`config.mk`:
```
export PLATFORM = sky130hd
export DESIGN_NAME = vga_sync_gen_flat
export DESIGN_NICKNAME = d
export VERILOG_FILES = /design/src/rtl/vga_timing_pkg.sv /design/src/rtl/vga_sync_gen_if.sv /design/src/rtl/vga_axis_counter.sv /design/src/rtl/vga_sync_gen.sv /design/src/flat_wrapper.sv
export SDC_FILE = /design/constraint.sdc
export NUM_CORES = 1
export LEC_CHECK = 0
export ABC_AREA = 1
export CAP_MARGIN = 10
export CORE_MARGIN = 2
export CORE_UTILIZATION = 42
export CTS_CLUSTER_DIAMETER = 80
export DETAILED_ROUTE_END_ITERATION = 8
export DONT_BUFFER_PORTS = 1
export GPL_ROUTABILITY_DRIVEN = 0
export HOLD_SLACK_MARGIN = 0.12
export SLEW_MARGIN = 20
export SYNTH_ARGS = -nofsm -noshare
export SYNTH_HDL_FRONTEND = slang
export SYNTH_SLANG_ARGS = --single-unit
export TNS_END_PERCENT = 50
```
`constraint.sdc`:
```
create_clock -name clk_i -period 1.6 [get_ports clk_i]
set_input_delay 0.16 -clock clk_i [delete_from_list [all_inputs] [get_ports clk_i]]
set_output_delay 0.16 -clock clk_i [all_outputs]
set_load 0.01 [all_outputs]
```
`src/rtl/vga_timing_pkg.sv`:
```
// Shared VGA timing and colour constants for the sync generator and pattern generators.
package vga_timing_pkg;

  localparam int unsigned CNT_W = 10;
  localparam int unsigned RGB_W = 3;

  localparam int unsigned VGA_H_VISIBLE = 640;
  localparam int unsigned VGA_H_FP      = 16;
  localparam int unsigned VGA_H_SYNC    = 96;
  localparam int unsigned VGA_H_BP      = 48;
  localparam int unsigned VGA_H_TOTAL   = VGA_H_VISIBLE + VGA_H_FP + VGA_H_SYNC + VGA_H_BP;

  localparam int unsigned VGA_V_VISIBLE = 480;
  localparam int unsigned VGA_V_FP      = 10;
  localparam int unsigned VGA_V_SYNC    = 2;
  localparam int unsigned VGA_V_BP      = 33;
  localparam int unsigned VGA_V_TOTAL   = VGA_V_VISIBLE + VGA_V_FP + VGA_V_SYNC + VGA_V_BP;

  typedef logic [RGB_W-1:0] rgb_t;

  localparam rgb_t BLACK   = 3'b000;
  localparam rgb_t BLUE    = 3'b001;
  localparam rgb_t GREEN   = 3'b010;
  localparam rgb_t CYAN    = 3'b011;
  localparam rgb_t RED     = 3'b100;
  localparam rgb_t MAGENTA = 3'b101;
  localparam rgb_t YELLOW  = 3'b110;
  localparam rgb_t WHITE   = 3'b111;

  // Inclusive unsigned window test used for both sync pulses.
  function automatic logic in_range(input logic [CNT_W-1:0] v,
                                    input logic [CNT_W-1:0] lo,
                                    input logic [CNT_W-1:0] hi);
    return (v >= lo) && (v <= hi);
  endfunction

endpackage

```
`src/rtl/vga_sync_gen_if.sv`:
```
// Pixel-side bundle of the VGA sync generator: enable/colour in, timing and DAC signals out.
interface vga_sync_gen_if;
  import vga_timing_pkg::*;

  logic             pix_en_i;
  rgb_t             rgb_i;
  logic [CNT_W-1:0] column_o;
  logic [CNT_W-1:0] row_o;
  logic             video_on_o;
  logic             hsync_o;
  logic             vsync_o;
  rgb_t             rgb_o;
  logic             frame_start_o;

  modport slave (
    input  pix_en_i, rgb_i,
    output column_o, row_o, video_on_o, hsync_o, vsync_o, rgb_o, frame_start_o
  );

  modport master (
    output pix_en_i, rgb_i,
    input  column_o, row_o, video_on_o, hsync_o, vsync_o, rgb_o, frame_start_o
  );
endinterface

```
`src/rtl/vga_axis_counter.sv`:
```
// Modulo-MODULUS up counter with enable; o_wrap_c flags the enabled cycle that wraps to 0.
module vga_axis_counter
  import vga_timing_pkg::*;
#(
  parameter int unsigned MODULUS = VGA_H_TOTAL
) (
  input  logic             clk_i,
  input  logic             rst_i,
  input  logic             i_en,
  output logic [CNT_W-1:0] o_count,
  output logic             o_wrap_c
);

  logic [CNT_W-1:0] r_count;
  logic             w_at_max;

  assign w_at_max = (r_count == CNT_W'(MODULUS - 1));
  assign o_wrap_c = i_en & w_at_max;
  assign o_count  = r_count;

  always_ff @(posedge clk_i) begin
    if (rst_i) begin
      r_count <= '0;
    end else if (i_en) begin
      r_count <= w_at_max ? '0 : r_count + CNT_W'(1);
    end
  end

endmodule

```
`src/rtl/vga_sync_gen.sv`:
```
// VGA raster timing: column/row counters, registered syncs and blank-gated colour.
module vga_sync_gen
  import vga_timing_pkg::*;
#(
  parameter int unsigned H_VISIBLE = VGA_H_VISIBLE,
  parameter int unsigned H_FP      = VGA_H_FP,
  parameter int unsigned H_SYNC    = VGA_H_SYNC,
  parameter int unsigned H_BP      = VGA_H_BP,
  parameter int unsigned V_VISIBLE = VGA_V_VISIBLE,
  parameter int unsigned V_FP      = VGA_V_FP,
  parameter int unsigned V_SYNC    = VGA_V_SYNC,
  parameter int unsigned V_BP      = VGA_V_BP
) (
  input  logic           clk_i,
  input  logic           rst_i,
  vga_sync_gen_if.slave  bus
);

  localparam int unsigned H_TOTAL      = H_VISIBLE + H_FP + H_SYNC + H_BP;
  localparam int unsigned V_TOTAL      = V_VISIBLE + V_FP + V_SYNC + V_BP;
  localparam int unsigned H_SYNC_START = H_VISIBLE + H_FP;
  localparam int unsigned H_SYNC_END   = H_VISIBLE + H_FP + H_SYNC - 1;
  localparam int unsigned V_SYNC_START = V_VISIBLE + V_FP;
  localparam int unsigned V_SYNC_END   = V_VISIBLE + V_FP + V_SYNC - 1;

  logic [CNT_W-1:0] w_column;
  logic [CNT_W-1:0] w_row;
  logic             w_h_wrap;
  logic             w_v_wrap;
  logic             w_video_on;
  logic             r_hsync;
  logic             r_vsync;
  rgb_t             r_rgb;

  vga_axis_counter #(.MODULUS(H_TOTAL)) u_h_counter (
    .clk_i    (clk_i),
    .rst_i    (rst_i),
    .i_en     (bus.pix_en_i),
    .o_count  (w_column),
    .o_wrap_c (w_h_wrap)
  );

  // Rows advance only on the enabled cycle the line wraps.
  vga_axis_counter #(.MODULUS(V_TOTAL)) u_v_counter (
    .clk_i    (clk_i),
    .rst_i    (rst_i),
    .i_en     (w_h_wrap),
    .o_count  (w_row),
    .o_wrap_c (w_v_wrap)
  );

  assign w_video_on = (w_column < CNT_W'(H_VISIBLE)) && (w_row < CNT_W'(V_VISIBLE));

  // Syncs and colour share one pipeline stage so they stay aligned at the pins.
  always_ff @(posedge clk_i) begin
    if (rst_i) begin
      r_hsync <= 1'b1;
      r_vsync <= 1'b1;
      r_rgb   <= BLACK;
    end else if (bus.pix_en_i) begin
      r_hsync <= ~in_range(w_column, CNT_W'(H_SYNC_START), CNT_W'(H_SYNC_END));
      r_vsync <= ~in_range(w_row, CNT_W'(V_SYNC_START), CNT_W'(V_SYNC_END));
      r_rgb   <= w_video_on ? bus.rgb_i : BLACK;
    end
  end

  assign bus.column_o      = w_column;
  assign bus.row_o         = w_row;
  assign bus.video_on_o    = w_video_on;
  assign bus.hsync_o       = r_hsync;
  assign bus.vsync_o       = r_vsync;
  assign bus.rgb_o         = r_rgb;
  // High during the enabled cycle whose edge takes the counters to (0,0).
  assign bus.frame_start_o = w_v_wrap & ~rst_i;

endmodule

```
`src/flat_wrapper.sv`:
```
// flat-port wrapper written by rule: the top's interface ports become plain ports
module vga_sync_gen_flat import vga_timing_pkg::*;
#(
  parameter int unsigned H_VISIBLE = VGA_H_VISIBLE,
  parameter int unsigned H_FP      = VGA_H_FP,
  parameter int unsigned H_SYNC    = VGA_H_SYNC,
  parameter int unsigned H_BP      = VGA_H_BP,
  parameter int unsigned V_VISIBLE = VGA_V_VISIBLE,
  parameter int unsigned V_FP      = VGA_V_FP,
  parameter int unsigned V_SYNC    = VGA_V_SYNC,
  parameter int unsigned V_BP      = VGA_V_BP
)
  (clk_i, rst_i, bus_pix_en_i, bus_rgb_i, bus_column_o, bus_row_o, bus_video_on_o, bus_hsync_o, bus_vsync_o, bus_rgb_o, bus_frame_start_o);
  vga_sync_gen_if bus_i ();
  input  logic clk_i;
  input  logic rst_i;
  input wire logic [$bits(bus_i.pix_en_i)-1:0] bus_pix_en_i;
  input wire logic [$bits(bus_i.rgb_i)-1:0] bus_rgb_i;
  output wire logic [$bits(bus_i.column_o)-1:0] bus_column_o;
  output wire logic [$bits(bus_i.row_o)-1:0] bus_row_o;
  output wire logic [$bits(bus_i.video_on_o)-1:0] bus_video_on_o;
  output wire logic [$bits(bus_i.hsync_o)-1:0] bus_hsync_o;
  output wire logic [$bits(bus_i.vsync_o)-1:0] bus_vsync_o;
  output wire logic [$bits(bus_i.rgb_o)-1:0] bus_rgb_o;
  output wire logic [$bits(bus_i.frame_start_o)-1:0] bus_frame_start_o;
  assign bus_i.pix_en_i = bus_pix_en_i;
  assign bus_i.rgb_i = bus_rgb_i;
  assign bus_column_o = bus_i.column_o;
  assign bus_row_o = bus_i.row_o;
  assign bus_video_on_o = bus_i.video_on_o;
  assign bus_hsync_o = bus_i.hsync_o;
  assign bus_vsync_o = bus_i.vsync_o;
  assign bus_rgb_o = bus_i.rgb_o;
  assign bus_frame_start_o = bus_i.frame_start_o;
  vga_sync_gen #(.H_VISIBLE(H_VISIBLE), .H_FP(H_FP), .H_SYNC(H_SYNC), .H_BP(H_BP), .V_VISIBLE(V_VISIBLE), .V_FP(V_FP), .V_SYNC(V_SYNC), .V_BP(V_BP)) u_core (.clk_i(clk_i), .rst_i(rst_i), .bus(bus_i));
endmodule
```
# == After elaboration in Yosys (flattened, before gate mapping) ==
# Cells that the tools add are included.
# Widths: inputs -> output; s select.
# word_totals
register_bits,25
in_bits,6
output_inout_bits,27
elab_cells,27
# classes
addsub,2
n_lt_le_gt_ge,6
n_eq_ne,2
muxes,3
bitwise_logic,6
n_reduce_logical,3
# ops
op,n
$add 10x1->10 const B,2
$eq 10x10->1 const B,2
$mux 10,2
$ge 10x10->1 const B,1
$ge 10x9->1 const B,1
$le 10x10->1 const B,1
$le 10x9->1 const B,1
$lt 10x10->1 const B,1
$lt 10x9->1 const B,1
$and 1x1->1,3
$logic_and 1x1->1,3
$mux 3,1
$not 1->1,3

# == Longest topological paths before layout ==
# depth
word_depth,4
depth_mapped,9

# == Hierarchy ==
# Synthesis repeated with hierarchy kept, for this count alone.
# hier_totals
hier_cells,192
area_unflattened_um2,1333.8
# modules_own_cells
module,instances,cells_each,area_per_inst_um2
vga_axis_counter at u_core.u_h_counter,1,76,526.8
vga_axis_counter at u_core.u_v_counter,1,71,516.7
vga_sync_gen,1,45,290.3

# == Worst setup path before layout ==
# Ideal clock, no wire load.
# synth_path
path_type,flip-flop to output port
startpoint,"reg u_core.u_h_counter.r_count[1], in the netlist u_core.u_h_counter.o_count[1]"
endpoint,out bus_frame_start_o
arrival_time_ps,1318
t_required_ps,1440
slack_ps,122
path_stages_with_launch,7
path_buffers,1
cell_sequence,dfxtp_1 ha_1 nand2_1 nor2_1 nand3_1 buf_4 nor3_1
# synth_via
elab_chain_cells,4
# synth_lines
element,line,text
"start, declared",vga_axis_counter.sv:14,logic [CNT_W-1:0] r_count;
"start signal, assigned",vga_axis_counter.sv:25,r_count <= w_at_max ? '0 : r_count + CNT_W'(1);
$eq 10x10->1,vga_axis_counter.sv:17,assign w_at_max = (r_count == CNT_W'(MODULUS - 1));
$and 1x1->1 (2 in series),vga_axis_counter.sv:18,assign o_wrap_c = i_en & w_at_max;
$and 1x1->1,vga_sync_gen.sv:74,assign bus.frame_start_o = w_v_wrap & ~rst_i;
"end, declared",flat_wrapper.sv:25,output wire logic [$bits(bus_i.frame_start_o)-1:0] bus_frame_start_o;
# Every way passes these cells.

# == Final worst setup path ==
# layout_path
startpoint,"reg u_core.u_v_counter.r_count[0], in the netlist u_core.u_v_counter.o_count[0]"
endpoint,out bus_frame_start_o
# layout_via
elab_chain_cells,3
# layout_lines
element,line
"start, declared",vga_axis_counter.sv:14
"start signal, assigned",vga_axis_counter.sv:25
$eq 10x10->1,vga_axis_counter.sv:17
$and 1x1->1,vga_axis_counter.sv:18
$and 1x1->1,vga_sync_gen.sv:74
# Every way passes these cells.

==> results_dict.tcl <==
set metrics [dict create \
    grt_max_degree 15 \
    drt_iter0_drc 89 \
    path_clk_slew_ps 150 \
    crit_type "reg2out" \
    hold_viol_final 0 \
    fmax_mhz 621 \
    crit_fanout 5 \
    path_cells "inv_2 -> ha_1 -> nand3_1 -> nor2_1 -> nand2_1 -> nor3_2 -> buf_4" \
    grt_pass1_vias 1396 \
    yosys_warnings 0 \
    die_area_um2 3640 \
    synth.most_common_cell "nand2_1" \
    die-width_um 60.3 \
    initial_utilization 0.440 \
    syn_area_um2 1330 \
    core_area_um2 3030 \
    synth_commonest_cells "46 x nand2_1, 33 x nor2_1, 26 x inv_1" \
    endpoint_kind "output port" \
    syn_nets 210 \
    worst_slew_pin_slew_ps 489 \
    io_buffers 0 \
    pre_cts_slack_ps 156 \
    ys_seq_elements 25 \
    io_pins 33 \
    drcViolationCount 0 \
    hold_start "bus_pix_en_i" \
    p_leak_uw 0.000688 \
    period_needed_ps 1610 \
    fillers 290 \
    ctsLongestPathBuffers 2 \
    hold-path-endpoint "u_core.u_v_counter.o_count[8]" \
    setup_violations 1 \
    ys_top_cells_by_area "dfxtp_1 38%, nand2_1 13%, nor2_1 9.3%" \
    antenna_cells 0 \
    powerDensity_nw_per_um2 617 \
    final_nets 237 \
    outcome "complete, but fails checks" \
    grt_overflow 0 \
    wl_per_cell_um 13.3 \
    htree_levels 1 \
    ys_seq_area_frac 0.376 \
    drt-total-wl_mm 3.59 \
    cp-startpoint "u_core.u_v_counter.o_count[0]" \
    num_vias 1404 \
    yosysTopAreaCellShare 0.376 \
    grt_first_pass_wirelength_mm 5.99 \
    rows 20 \
    maxSlewHeadroom 0.673 \
    cp_data_required_time_ps 1440 \
    cts_buffers 3 \
    die_h_um 60.3 \
    worst_slack_ps -11.0 \
    slowest_delay_ps 390 \
    syn_avg_cell_area_um2 6.66 \
    cts_tree "built" \
    worstPathArrival_ps 1450 \
    final_area_um2 1660 \
    drive_gt1_frac 0.212 \
    clock_sinks 25 \
    reg2reg_slack_ps 130 \
    min_period_over_period 1.01 \
    holdPathStages 4 \
    place_hpwl_mm 2.65 \
    grt.total_usage 0.222 \
    antenna_found_initial 0 \
    drt_pass1_iterations 4 \
    reg2reg_depth 9 \
    synth_cell_types 24 \
    crit-reg2reg-capture "u_core.u_v_counter.o_count[2]" \
    syn_inst 200 \
    ant_nets 0 \
    r2r_start "u_core.u_h_counter.o_count[0]" \
    synth_top_cell_by_area "dfxtp_1" \
    crit_path_top_delay_cell "dfxtp_4" \
    area_growth_pct 24.5 \
    violations "negative setup slack" \
    synth_top_flop_cell "dfxtp_1" \
    cts.root.buffer_cell "clkbuf_4" \
    synth_edf_count 0 \
    peakVddDrop_mv 0.335 \
    drv_cap 0 \
    worstHoldPathType "in2reg" \
    routed_via_density 5.20 \
    fin_skew_ps 9.10 \
    slew_violations 0 \
    rsz0062_at_grt "true" \
    cp-start-kind "flop" \
    insertion_delay_ps 340 \
    place_area_um2 1500 \
    async_flop_share 0 \
]
## area by class of cell
cell class | instances | area, um^2 | area share
multi-input cells | 146 | 761 | 0.459
flip-flops and latches | 25 | 515 | 0.311
repair buffers | 25 | 203 | 0.122
inverters | 26 | 97.6 | 0.0588
well taps | 44 | 55.1 | 0.0332
clock buffers | 3 | 22.5 | 0.0136
clock inverters | 1 | 5.00 | 0.00302
## sequential cells by signal, indices dropped and copies added, names as in the netlist
name	cells
u_core.u_h_counter.o_count	10
u_core.u_v_counter.o_count	10
u_core.bus.rgb_o	3
u_core.bus.hsync_o	1
u_core.bus.vsync_o	1
## power breakdown
part           total (uW)  internal (uW)  switching [uW]
Sequential            647            633            13.9
Clock                 301           94.1             207
Combinational        75.0           30.7            44.3
## layer usage
layer  up-vias  track usage  share of wire
li1        700            -              -
met1       648        0.247           0.40
met2        45        0.385           0.51
met3        11       0.0563          0.064
met4         0        0.124          0.028
met5         -            0              0
## critical path, delay by kind of cell (launching register included)
kind / cells / cell delay [ps]
buf+inv: 2 / 200
simple gates: 4 / 400
fa+ha+maj: 1 / 130
flops: 1 / 390
## placed cells by master (no fill, tap or decap), drive strengths merged
master / Yosys / final
nand2: 47 / 47
nor2: 36 / 36
inv: 26 / 26
dfxtp: 25 / 25
buf: 3 / 20
nand3: 16 / 16
a21oi: 14 / 14
o21ai: 10 / 10
nand4: 7 / 7
dlygate4sd3: 0 / 4
ha: 4 / 4
xor2: 3 / 3
clkbuf: 0 / 3
nor3: 3 / 3
nor3b: 2 / 2
a211oi: 2 / 2
nor4: 1 / 1
o21bai: 1 / 1
clkinv: 0 / 1
dlymetal6s4s: 0 / 1
## how the worst max path moves through the flow
stage / end / slack [ps]
final: bus_frame_start_o / -10
after floorplan: bus_frame_start_o / 120
after global routing: bus_frame_start_o / -100
after CTS: bus_frame_start_o / -2
after detailed placement: u_core.u_v_counter.o_count[5] / 160
after global placement: u_core.u_v_counter.o_count[5] / 210
## repair_timing
action / 4_1_cts / 5_1_grt
setup endpoints to repair: 2 / 5
buffers inserted: 2 / 1
hold buffers: 5 / 0
resized for setup: 16 / 6
pin swaps: 1 / 0
hold endpoints to repair: 19 / 0
## kinds of logic (layout without fill, tap and decap cells)
| logic type | count (synthesis) | count (layout) | share of synthesized area |
|---|---|---|---|
| XOR/XNOR | 3 | 3 | 0.0197 |
| adder cells (fa/ha/maj) | 4 | 4 | 0.0376 |
| AO/OA/AOI/OAI | 27 | 27 | 0.113 |
| buffers and inverters | 29 | 55 | 0.0854 |
| flip-flops | 25 | 25 | 0.376 |
| AND/OR/NAND/NOR | 112 | 112 | 0.369 |
## stage by stage
stage          utilization  instances  power, uW  hold slack [ps]  setup TNS (ps)
2_1_floorplan            -        200        702              302               0
3_3_place_gp         0.495        258        715              232               0
3_5_place_dp         0.495        258        717              234               0
4_1_cts              0.539        269       1030              175           -2.15
5_1_grt              0.548        270       1070              193            -103
6_report             0.548        270       1020              166           -11.0
Power figures use the tool's default switching activity.
